==> src/rtl/isq_pkg.sv <==
// Shared issue-queue definitions: queue sizing, robid type and the wrap-aware
// ROB age comparison that the ROB and LSQ also use.
`ifndef ROB_SIZE_LOG
`define ROB_SIZE_LOG 5
`endif

package isq_pkg;

    localparam int ISQ_ENTRIES  = 8;
    localparam int ISQ_IDX_W    = $clog2(ISQ_ENTRIES);
    localparam int ROB_SIZE_LOG = `ROB_SIZE_LOG;
    localparam int ROBID_W      = ROB_SIZE_LOG + 1;

    typedef logic [ROBID_W-1:0] robid_t;

    // The MSB is the wrap bit: once the two ids sit on different laps, the larger low part is older.
    function automatic logic robid_older(input robid_t a, input robid_t b);
        if (a[ROBID_W-1] == b[ROBID_W-1])
            return a[ROBID_W-2:0] < b[ROBID_W-2:0];
        else
            return a[ROBID_W-2:0] > b[ROBID_W-2:0];
    endfunction

endpackage

==> src/rtl/iq_issue_ctrl_if.sv <==
// Issue-stage handshake between the issue queue control and the functional unit.
interface iq_issue_ctrl_if
    import isq_pkg::*;
#(
    parameter int IDX_W = ISQ_IDX_W
) ();

    logic             issue_valid;
    logic [IDX_W-1:0] issue_idx;
    robid_t           issue_robid;
    logic             issue_ready;

    modport master (output issue_valid, output issue_idx, output issue_robid, input issue_ready);
    modport slave  (input issue_valid, input issue_idx, input issue_robid, output issue_ready);

endinterface

==> src/rtl/iq_age_select.sv <==
// Combinational oldest-candidate picker: a one-hot select of the oldest entry
// by ROB age, with ties going to the lower index.
module iq_age_select
    import isq_pkg::*;
#(
    parameter int ENTRIES = ISQ_ENTRIES
) (
    input  logic [ENTRIES-1:0]         cand,
    input  logic [ENTRIES*ROBID_W-1:0] robid,
    output logic [ENTRIES-1:0]         sel,
    output logic                       sel_valid
);

    localparam int IDX_W = $clog2(ENTRIES);

    logic [IDX_W-1:0] best_idx;
    robid_t           best_robid;

    // NOTE: every variable gets a default before the loop, so no latch is inferred.
    always_comb begin
        sel        = '0;
        sel_valid  = 1'b0;
        best_idx   = '0;
        best_robid = '0;
        for (int i = 0; i < ENTRIES; i++) begin
            if (cand[i] && (!sel_valid || robid_older(robid[i*ROBID_W +: ROBID_W], best_robid))) begin
                sel_valid  = 1'b1;
                best_idx   = IDX_W'(i);
                best_robid = robid[i*ROBID_W +: ROBID_W];
            end
        end
        sel[best_idx] = sel_valid;
    end

endmodule

==> src/rtl/iq_issue_ctrl.sv <==
// Issue queue control: allocates free entries to dispatch, picks the oldest
// ready entry and holds it in a one-deep issue stage toward the FU.
module iq_issue_ctrl
    import isq_pkg::*;
#(
    parameter int ENTRIES = ISQ_ENTRIES,
    localparam int IDX_W  = $clog2(ENTRIES)
) (
    input  logic                       clock,
    input  logic                       reset_n,
    input  logic                       flush,
    input  logic                       alloc_req,
    output logic                       alloc_ready,
    output logic [ENTRIES-1:0]         enq_valid,
    input  logic [ENTRIES-1:0]         entry_valid,
    input  logic [ENTRIES-1:0]         entry_ready,
    input  logic [ENTRIES*ROBID_W-1:0] entry_robid,
    output logic [ENTRIES-1:0]         issuing,
    iq_issue_ctrl_if.master            bus,
    output logic [IDX_W:0]             occupancy
);

    logic [ENTRIES-1:0] free_oh;
    logic [ENTRIES-1:0] sel;
    logic               sel_valid;
    logic [IDX_W-1:0]   sel_idx;
    logic               can_adv;
    logic               issue_fire;

    iq_age_select #(.ENTRIES(ENTRIES)) u_age_select (
        .cand      (entry_valid & entry_ready),
        .robid     (entry_robid),
        .sel       (sel),
        .sel_valid (sel_valid)
    );

    // Lowest free index wins; an entry issuing now still shows valid, so it is not reused this cycle.
    always_comb begin
        free_oh = '0;
        for (int i = 0; i < ENTRIES; i++) begin
            if (!entry_valid[i] && (free_oh == '0))
                free_oh[i] = 1'b1;
        end
    end

    always_comb begin
        sel_idx = '0;
        for (int i = 0; i < ENTRIES; i++) begin
            if (sel[i])
                sel_idx = sel_idx | IDX_W'(i);
        end
    end

    assign alloc_ready = |(~entry_valid);
    assign enq_valid   = (alloc_req && !flush) ? free_oh : '0;
    assign can_adv     = !bus.issue_valid || bus.issue_ready;
    assign issue_fire  = can_adv && sel_valid && !flush;
    assign issuing     = issue_fire ? sel : '0;

    // NOTE: sequential state uses non-blocking assignments so every flop samples pre-edge values.
    always_ff @(posedge clock or negedge reset_n) begin
        if (!reset_n) begin
            bus.issue_valid <= 1'b0;
            bus.issue_idx   <= '0;
            bus.issue_robid <= '0;
            occupancy       <= '0;
        end else if (flush) begin
            bus.issue_valid <= 1'b0;
            occupancy       <= '0;
        end else begin
            if (issue_fire) begin
                bus.issue_valid <= 1'b1;
                bus.issue_idx   <= sel_idx;
                bus.issue_robid <= entry_robid[sel_idx*ROBID_W +: ROBID_W];
            end else if (bus.issue_valid && bus.issue_ready) begin
                bus.issue_valid <= 1'b0;
            end
            occupancy <= occupancy + (IDX_W+1)'(|enq_valid) - (IDX_W+1)'(|issuing);
        end
    end

    a_issuing_onehot: assert property (@(posedge clock) disable iff (!reset_n) $onehot0(issuing));
    a_enq_onehot:     assert property (@(posedge clock) disable iff (!reset_n) $onehot0(enq_valid));
    a_issuing_cand:   assert property (@(posedge clock) disable iff (!reset_n)
                                       (issuing & ~(entry_valid & entry_ready)) == '0);
    a_enq_free:       assert property (@(posedge clock) disable iff (!reset_n) (enq_valid & entry_valid) == '0);
    a_occ_track:      assert property (@(posedge clock) disable iff (!reset_n)
                                       int'(occupancy) == $countones(entry_valid));

endmodule
==> src/flat_wrapper.sv <==
// flat-port wrapper written by rule: the top's interface ports become plain ports
module iq_issue_ctrl_flat import isq_pkg::*;
#(
    parameter int ENTRIES = ISQ_ENTRIES,
    localparam int IDX_W  = $clog2(ENTRIES)
)
  (clock, reset_n, flush, alloc_req, alloc_ready, enq_valid, entry_valid, entry_ready, entry_robid, issuing, occupancy, bus_issue_valid, bus_issue_idx, bus_issue_robid, bus_issue_ready);
  iq_issue_ctrl_if bus_i ();
  input  logic clock;
  input  logic reset_n;
  input  logic flush;
  input  logic alloc_req;
  output logic alloc_ready;
  output logic [ENTRIES-1:0] enq_valid;
  input  logic [ENTRIES-1:0] entry_valid;
  input  logic [ENTRIES-1:0] entry_ready;
  input  logic [ENTRIES*ROBID_W-1:0] entry_robid;
  output logic [ENTRIES-1:0] issuing;
  output logic [IDX_W:0] occupancy;
  output wire logic [$bits(bus_i.issue_valid)-1:0] bus_issue_valid;
  output wire logic [$bits(bus_i.issue_idx)-1:0] bus_issue_idx;
  output wire logic [$bits(bus_i.issue_robid)-1:0] bus_issue_robid;
  input wire logic [$bits(bus_i.issue_ready)-1:0] bus_issue_ready;
  assign bus_issue_valid = bus_i.issue_valid;
  assign bus_issue_idx = bus_i.issue_idx;
  assign bus_issue_robid = bus_i.issue_robid;
  assign bus_i.issue_ready = bus_issue_ready;
  iq_issue_ctrl #(.ENTRIES(ENTRIES)) u_core (.clock(clock), .reset_n(reset_n), .flush(flush), .alloc_req(alloc_req), .alloc_ready(alloc_ready), .enq_valid(enq_valid), .entry_valid(entry_valid), .entry_ready(entry_ready), .entry_robid(entry_robid), .issuing(issuing), .bus(bus_i), .occupancy(occupancy));
endmodule
==> config.mk <==
export PLATFORM = sky130hd
export DESIGN_NAME = iq_issue_ctrl_flat
export DESIGN_NICKNAME = d
export VERILOG_FILES = /design/src/rtl/isq_pkg.sv /design/src/rtl/iq_issue_ctrl_if.sv /design/src/rtl/iq_age_select.sv /design/src/rtl/iq_issue_ctrl.sv /design/src/flat_wrapper.sv
export SDC_FILE = /design/constraint.sdc
export NUM_CORES = 1
export LEC_CHECK = 0
export BUFFER_PORTS_ARGS = -buffer_cell sky130_fd_sc_hd__buf_2
export CORE_MARGIN = 1.5
export CORE_UTILIZATION = 33
export CTS_CLUSTER_DIAMETER = 40
export CTS_CLUSTER_SIZE = 30
export DETAILED_ROUTE_END_ITERATION = 10
export PLACE_DENSITY = 0.57
export RECOVER_POWER = 50
export SETUP_SLACK_MARGIN = 0.05
export SYNTH_ARGS = -nofsm -noshare
export SYNTH_HDL_FRONTEND = slang
export SYNTH_HIERARCHICAL = 1
export SYNTH_SLANG_ARGS = --single-unit
==> constraint.sdc <==
create_clock -name clock -period 40.3 [get_ports clock]
set_clock_uncertainty 0.2 [all_clocks]
set_input_delay 8.06 -clock clock [delete_from_list [all_inputs] [get_ports clock]]
set_output_delay 8.06 -clock clock [all_outputs]
set_load 0.005 [all_outputs]
Word level (Yosys, flattened, before mapping) --
Cells that the tools add are included.
Word-level totals: logic and storage cells 141, register bits 14, output and inout bits 31, input bits 69
Cells by class: add/subtract/negate cells 2, muxes and demuxes 52, equality and inequality tests 7, bitwise gates (word level) 4, multipliers 1, reduce and logical (&&, ||, !) cells 54, shift-type cells 1, order comparisons 16
Operators by type and width (number):
- $shiftx 48x7->6 | 1
- $mux 6 | 7
- $gt 5x5->1 | 7
- $lt 5x5->1 | 7
- $mux 3 | 10
- $mux 1 | 29
- $reduce_or 8->1 | 3
- $logic_and 1x1->1 | 19
- $and 8x8->8 | 2
- $logic_not 1->1 | 16
- $mux 8 | 2
- $logic_or 1x1->1 | 8
- $not 8->8 | 1
- $eq 1x1->1 | 7
- $logic_not 7->1 | 1
- $logic_not 6->1 | 1
- $logic_not 5->1 | 1
- $mul 3x2->5 const B | 1
- $add 4x1->4 | 1
- $logic_not 4->1 | 1
- $lt 3x4->1 const B | 1
- $mux 2 | 2
- $mux 4 | 1
- $sub 4x1->4 | 1
- other kinds (7) | 7

Longest topological paths before layout --
depth in word-level cells 51, gate-level depth with buffers 79, gate-level depth less buffers 74

Hierarchy --
The synthesis kept the hierarchy.
Modules (own cells, without submodules):
- iq_age_select | area an instance 2001.9 µm², sequential area each 0.0 µm², times used 1, cells an instance 286
- iq_issue_ctrl | area an instance 1285.0 µm², sequential area each 350.3 µm², times used 1, cells an instance 136

Worst setup path after synthesis --
No wires, ideal clock.
kind in2out, start point input port entry_ready[0], end point output port issuing[3], setup slack 11.376 ns, cell stages on the path 68, path buffers 6, arrival time 20.664 ns, cell sequence and2_1 -> buf_2 -> nand2_1 -> ha_1 -> a211oi_2 -> o221ai_1 -> mux2i_1 -> a21boi_0 -> clkbuf_1 -> nand2_1 -> o21ai_0 -> inv_1 -> ha_1 -> and3_1 -> o21a_1 -> o21a_1 -> nor2_1 -> o21ai_0 -> (+32 left out) -> nor2b_1 -> o21a_1 -> o21a_1 -> o21ai_0 -> nor2b_1 -> nand3b_1 -> a211oi_1 -> a211oi_2 -> buf_4 -> o21ai_0 -> o22ai_1 -> ha_1 -> a21o_1 -> a211oi_1 -> or3b_1 -> a31oi_1 -> nor3_1 -> and3_2
On the way: cells in the longest elaborated chain, start to end 43
Ends and longest elaborated chain:
- start, declared | RTL line flat_wrapper.sv:16 | input logic [ENTRIES-1:0] entry_ready;
- $and 8x8->8 * | RTL line iq_issue_ctrl.sv:31 | .cand (entry_valid & entry_ready),
- $mux 6 | RTL line iq_age_select.sv:26 | if (cand[i] && (!sel_valid || robid_older(robid[i*ROBID_W +: ROBID_W], best_robid))) begin
- $gt 5x5->1, or another cell as far along | RTL line isq_pkg.sv:21 | return a[ROBID_W-2:0] > b[ROBID_W-2:0];
- $mux 1 | RTL line isq_pkg.sv:18 | if (a[ROBID_W-1] == b[ROBID_W-1])
- $logic_or 1x1->1 | RTL line iq_age_select.sv:26
- $logic_and 1x1->1 | RTL line iq_age_select.sv:26
- $mux 6 | RTL line iq_age_select.sv:26
- $gt 5x5->1, or another cell as far along | RTL line isq_pkg.sv:21
- (+28 left out)
- $mux 3 | RTL line iq_age_select.sv:26
- $lt 3x4->1 (not written as such) / $ge 3x1->1 (equally long branches) | RTL line iq_age_select.sv:32 | sel[best_idx] = sel_valid;
- $logic_and 1x1->1 (not written as such) | RTL line iq_age_select.sv:32
- $mux 1 (not written as such) | RTL line iq_age_select.sv:32
- $demux 1 s3 | RTL line iq_age_select.sv:32
- $and 8x8->8 (no line) *
- named net u_core.sel[3] | RTL line iq_issue_ctrl.sv:24 | logic [ENTRIES-1:0] sel;
- $mux 8 * | RTL line iq_issue_ctrl.sv:58 | assign issuing = issue_fire ? sel : '0;
- end, declared | RTL line flat_wrapper.sv:18 | output logic [ENTRIES-1:0] issuing;
Mark *: on every way through the listed nets, which the timed path passes. The rest lies on a longest branch.

Worst setup path after layout --
start point input port entry_valid[0], end point output port issuing[3]
On the way: cells in the longest elaborated chain, start to end 43
Ends and longest elaborated chain:
- start, declared | RTL line flat_wrapper.sv:15 | input logic [ENTRIES-1:0] entry_valid;
- $and 8x8->8 * | RTL line iq_issue_ctrl.sv:31
- $mux 6 | RTL line iq_age_select.sv:26
- $gt 5x5->1, or another cell as far along | RTL line isq_pkg.sv:21
- $mux 1 | RTL line isq_pkg.sv:18
- $logic_or 1x1->1 | RTL line iq_age_select.sv:26
- $logic_and 1x1->1 | RTL line iq_age_select.sv:26
- $mux 6 | RTL line iq_age_select.sv:26
- $gt 5x5->1, or another cell as far along | RTL line isq_pkg.sv:21
- (+28 left out)
- $mux 3 | RTL line iq_age_select.sv:26
- $lt 3x4->1 (not written as such) / $ge 3x1->1 (equally long branches) | RTL line iq_age_select.sv:32
- $logic_and 1x1->1 (not written as such) | RTL line iq_age_select.sv:32
- $mux 1 (not written as such) | RTL line iq_age_select.sv:32
- $demux 1 s3 | RTL line iq_age_select.sv:32
- $and 8x8->8 (no line) *
- named net u_core.sel[3] | RTL line iq_issue_ctrl.sv:24
- $mux 8 * | RTL line iq_issue_ctrl.sv:58
Marks and branches as above.

==> results.md <==
* Reg2Reg Capture Point: u_core/occupancy[1]$_DFF_PN0_
* Clock tree sinks at 14
* Post-synth EDFFs at 0
* Chip width at about 100 um
* VDD IR max at 18.08 uV
* Placed Area at roughly 4000 um^2
* Register-to-Register Path Depth at 8
* Outcome: completed
* Synthesized cell area at 3287 um^2
* Max Cap Viol at 0
* Share of cells above drive strength 1 at 0.2393
* Antenna viol nets, final at 0
* Final hold violations at 0
* Num rows at 36
* Clk pin slew, worst setup/hold paths at 0.06 ns
* PostCTS Resize Cnt at 0
* #FFs+latches synth at 14
* CP Class: input pin to output pin
* Final TNS setup at 0 ns
* Worst-path fanout max at 15
* Pwr dens at 33.18 nW/um^2
* Remaining Overflow, GRT at 0
* Final setup viols at 0
* Static leakage at 0.001960 uW
* Ys async rst share at 1.000
* DR vias/cell at roughly 5.5
* TritonCTS clock tree: built
* WL per Instance at between 15 and 20 um
* Sequential element share of the synthesized area at 0.1066
* Post-layout min period at between 30 and 40 ns
* Post-synthesis net count at roughly 530
* First-pass DRT Iterations at 4
* Via count at 3,552
* Worst Hold Depth at 2
* Yosys cell types at 62
* Number of global-route vias before repair at 3,365
* GPL Wtd Cong at 0.8842
* Final net count at approximately 620
* Iteration-0 DRC count of the detailed router at 89
* Hold endpoint: u_core/bus.issue_idx[0]$_DFFE_PN0P_
* Element type at the critical path end: output pin
* Footprint of the multi-input gates at 2735 um^2
* Initial Utilization at 0.3378
* # fillers at between 1,000 and 1,500
* Max Slew Vio Count at 0
* Total track usage at 0.1912
* I/O Pins at 100
* Root Buffer: clkbuf_8
* # DRC at 0
* R2R Setup Slk at 37.68 ns
* Util after Layout at 0.4032
* Cells after Synth at approximately 420
* Most used DFF post-synth: dfrtp_1
* Die area at 10,570 um^2
* Max Root-Sink Buffers at 2
* Worst path required time at 32.04 ns
* Post-Layout Cell Count at 647
* CP max stage delay at between 0.7 and 0.8 ns
* Ys Warns at 6
* Worst Setup SP: entry_valid[0]
* Min-delay worst type: flop to flop
* Core Box Area at 9729 um^2
* CTS buffer count at 3
* Synth-to-layout area growth at 19.34%
* Clk_lat worst skew at 0.24 ns
* Detailed Place HPWL at ~8500 um
* Diodes inserted at 0
* Port bufs at a little under 100
* Post-route cell area at 3923 um^2
* # H-tree levels at 1
* Arr. time, crit path at about 23 ns
* RSZ-0062 raised after global routing: no
* Dpl cells at 643
* FF/Latch Area at 350.3 um^2
* Relative slew slack at 0.3879
* Slowest CP cell: a211oi_2
* HP Start: u_core/bus.issue_idx[0]$_DFFE_PN0P_
* First-pass GRT wire length at about 16,000 um
* Detailed Route WL at around 9900 um
* Vert. Die Dim at 102.8 um
* Initial antenna violation count at 0
* Slew @ Worst Pin at approximately 0.9 ns
* Largest net degree at the start of global routing at 18
* Worst setup SP type: input pin
* Syn_area_per_cell at just under 8 um^2
* Final Cycle Share at 0.7790
* Reg2reg start: u_core/bus.issue_valid$_DFFE_PN0P_
* F_max at roughly 32 MHz
* # Post-CTS Setup Buffers at 0
* Post-CTS Hold Buffers at 0
metrics by stage:
step	total power, uW	setup slack [ns]	hold slack (ns)
2_1_floorplan	90.92	11.38	0.2733
3_3_place_gp	115.3	9.479	0.2640
3_5_place_dp	117.0	9.123	0.2712
4_1_cts	130.8	9.086	0.2846
5_1_grt	143.0	7.462	0.3249
6_report	130.1	8.905	0.2772
layout make-up:
class | instances | area share
inverter | 28 | 0.02679
sequential | 14 | 0.08931
timing repair buffer | 102 | 0.1301
multi-input combinational | 366 | 0.6973
tap | 133 | 0.04242
clock buffer | 4 | 0.01404
worst max-delay path, delay by kind of cell:
family | cells | cell delay [ns]
simple gates | 19 | 3.95
compound gates | 32 | 7.95
buf+inv | 4 | 0.50
mux | 2 | 0.59
fa+ha+maj | 7 | 2.05
cell families (layout without fill, tap and decap cells):
| group | after synthesis | count (layout) | share of synthesized area |
|---|---|---|---|
| buf+inv | 42 | 134 | 0.05786 |
| mux | 44 | 44 | 0.1408 |
| fa+ha+maj | 40 | 40 | 0.1545 |
| flops | 14 | 14 | 0.1066 |
| xor+xnor | 5 | 5 | 0.01333 |
| compound gates | 115 | 115 | 0.2509 |
| simple gates | 162 | 162 | 0.2760 |
worst max path at each step:
| stage | endpoint | slack (ns) |
|---|---|---|
| 4_1_cts | issuing[3] | 9.09 |
| 3_5_place_dp | issuing[3] | 9.12 |
| 2_1_floorplan | issuing[3] | 11.38 |
| 5_1_grt | issuing[3] | 7.46 |
| 6_report | issuing[3] | 8.91 |
| 3_3_place_gp | issuing[3] | 9.48 |
routing by layer:
layer	global-route usage	up-vias	wire length, um
li1	-	1790	-
met1	0.2638	1643	4724
met2	0.3250	105	4508
met3	0.01356	14	439
met4	0.04678	0	234
met5	0	-	0
state kept, by name, indices dropped and copies added (netlist names):
name and count:
u_core/occupancy 4, u_core/bus.issue_valid 1, u_core/bus.issue_idx 3, u_core/bus.issue_robid 6
layout by cell type, fill, tap and decap left out, types with 12 or more instances in the layout:
master and count:
dfrtp_1 14, and3_1 14, o21ai_0 21, buf_2 93
ha_1 39, o21a_1 13, and2_1 12, inv_1 28
nor2_1 29, mux2i_1 35, a21oi_1 16, nor3_1 13
nand2_1 28, nand3_1 14
cell usage after synthesis, types with 2 or more instances:
cell      number  area (um^2)
o21a_1        13        97.59
mux2i_1       35        350.3
mux2_2         6        67.56
o21bai_1       2        15.01
o22ai_1       11        68.82
ha_1          39        488.0
nor2b_1       11        68.82
a21o_1         5        37.54
and3_1        14        87.58
a31oi_1        4        25.02
nor4_1         6        37.54
xor2_1         2        17.52
nor3b_1        5        37.54
a21boi_0       2        15.01
dfrtp_1       14        350.3
mux2_4         3        45.04
o21ai_0       21        105.1
nand4b_1       3        26.28
a221o_1        7        70.07
and2_1        12        75.07
a211oi_2       2        25.02
a21oi_1       16        80.08
nor3_1        12        60.06
buf_4          2        15.01
nand4_1        9        56.30
nor2_1        29        108.9
xnor2_1        3        26.28
nand2_1       28        105.1
inv_1         28        105.1
clkbuf_1       9        33.78
o211a_1        5        50.05
nand3_1       14        70.07
nand2b_1       6        37.54
and4_1         3        26.28
o211ai_1       7        52.55
a211oi_1       6        45.04
o221ai_1       3        26.28
power breakdown:
part	internal, uW	switching [uW]	leakage, uW
clock network	8.63	4.68	0.0000288
registers	19.7	3.40	0.000176
logic	42.4	51.4	0.00175
No activity file was read; power rests on OpenSTA's default activity.
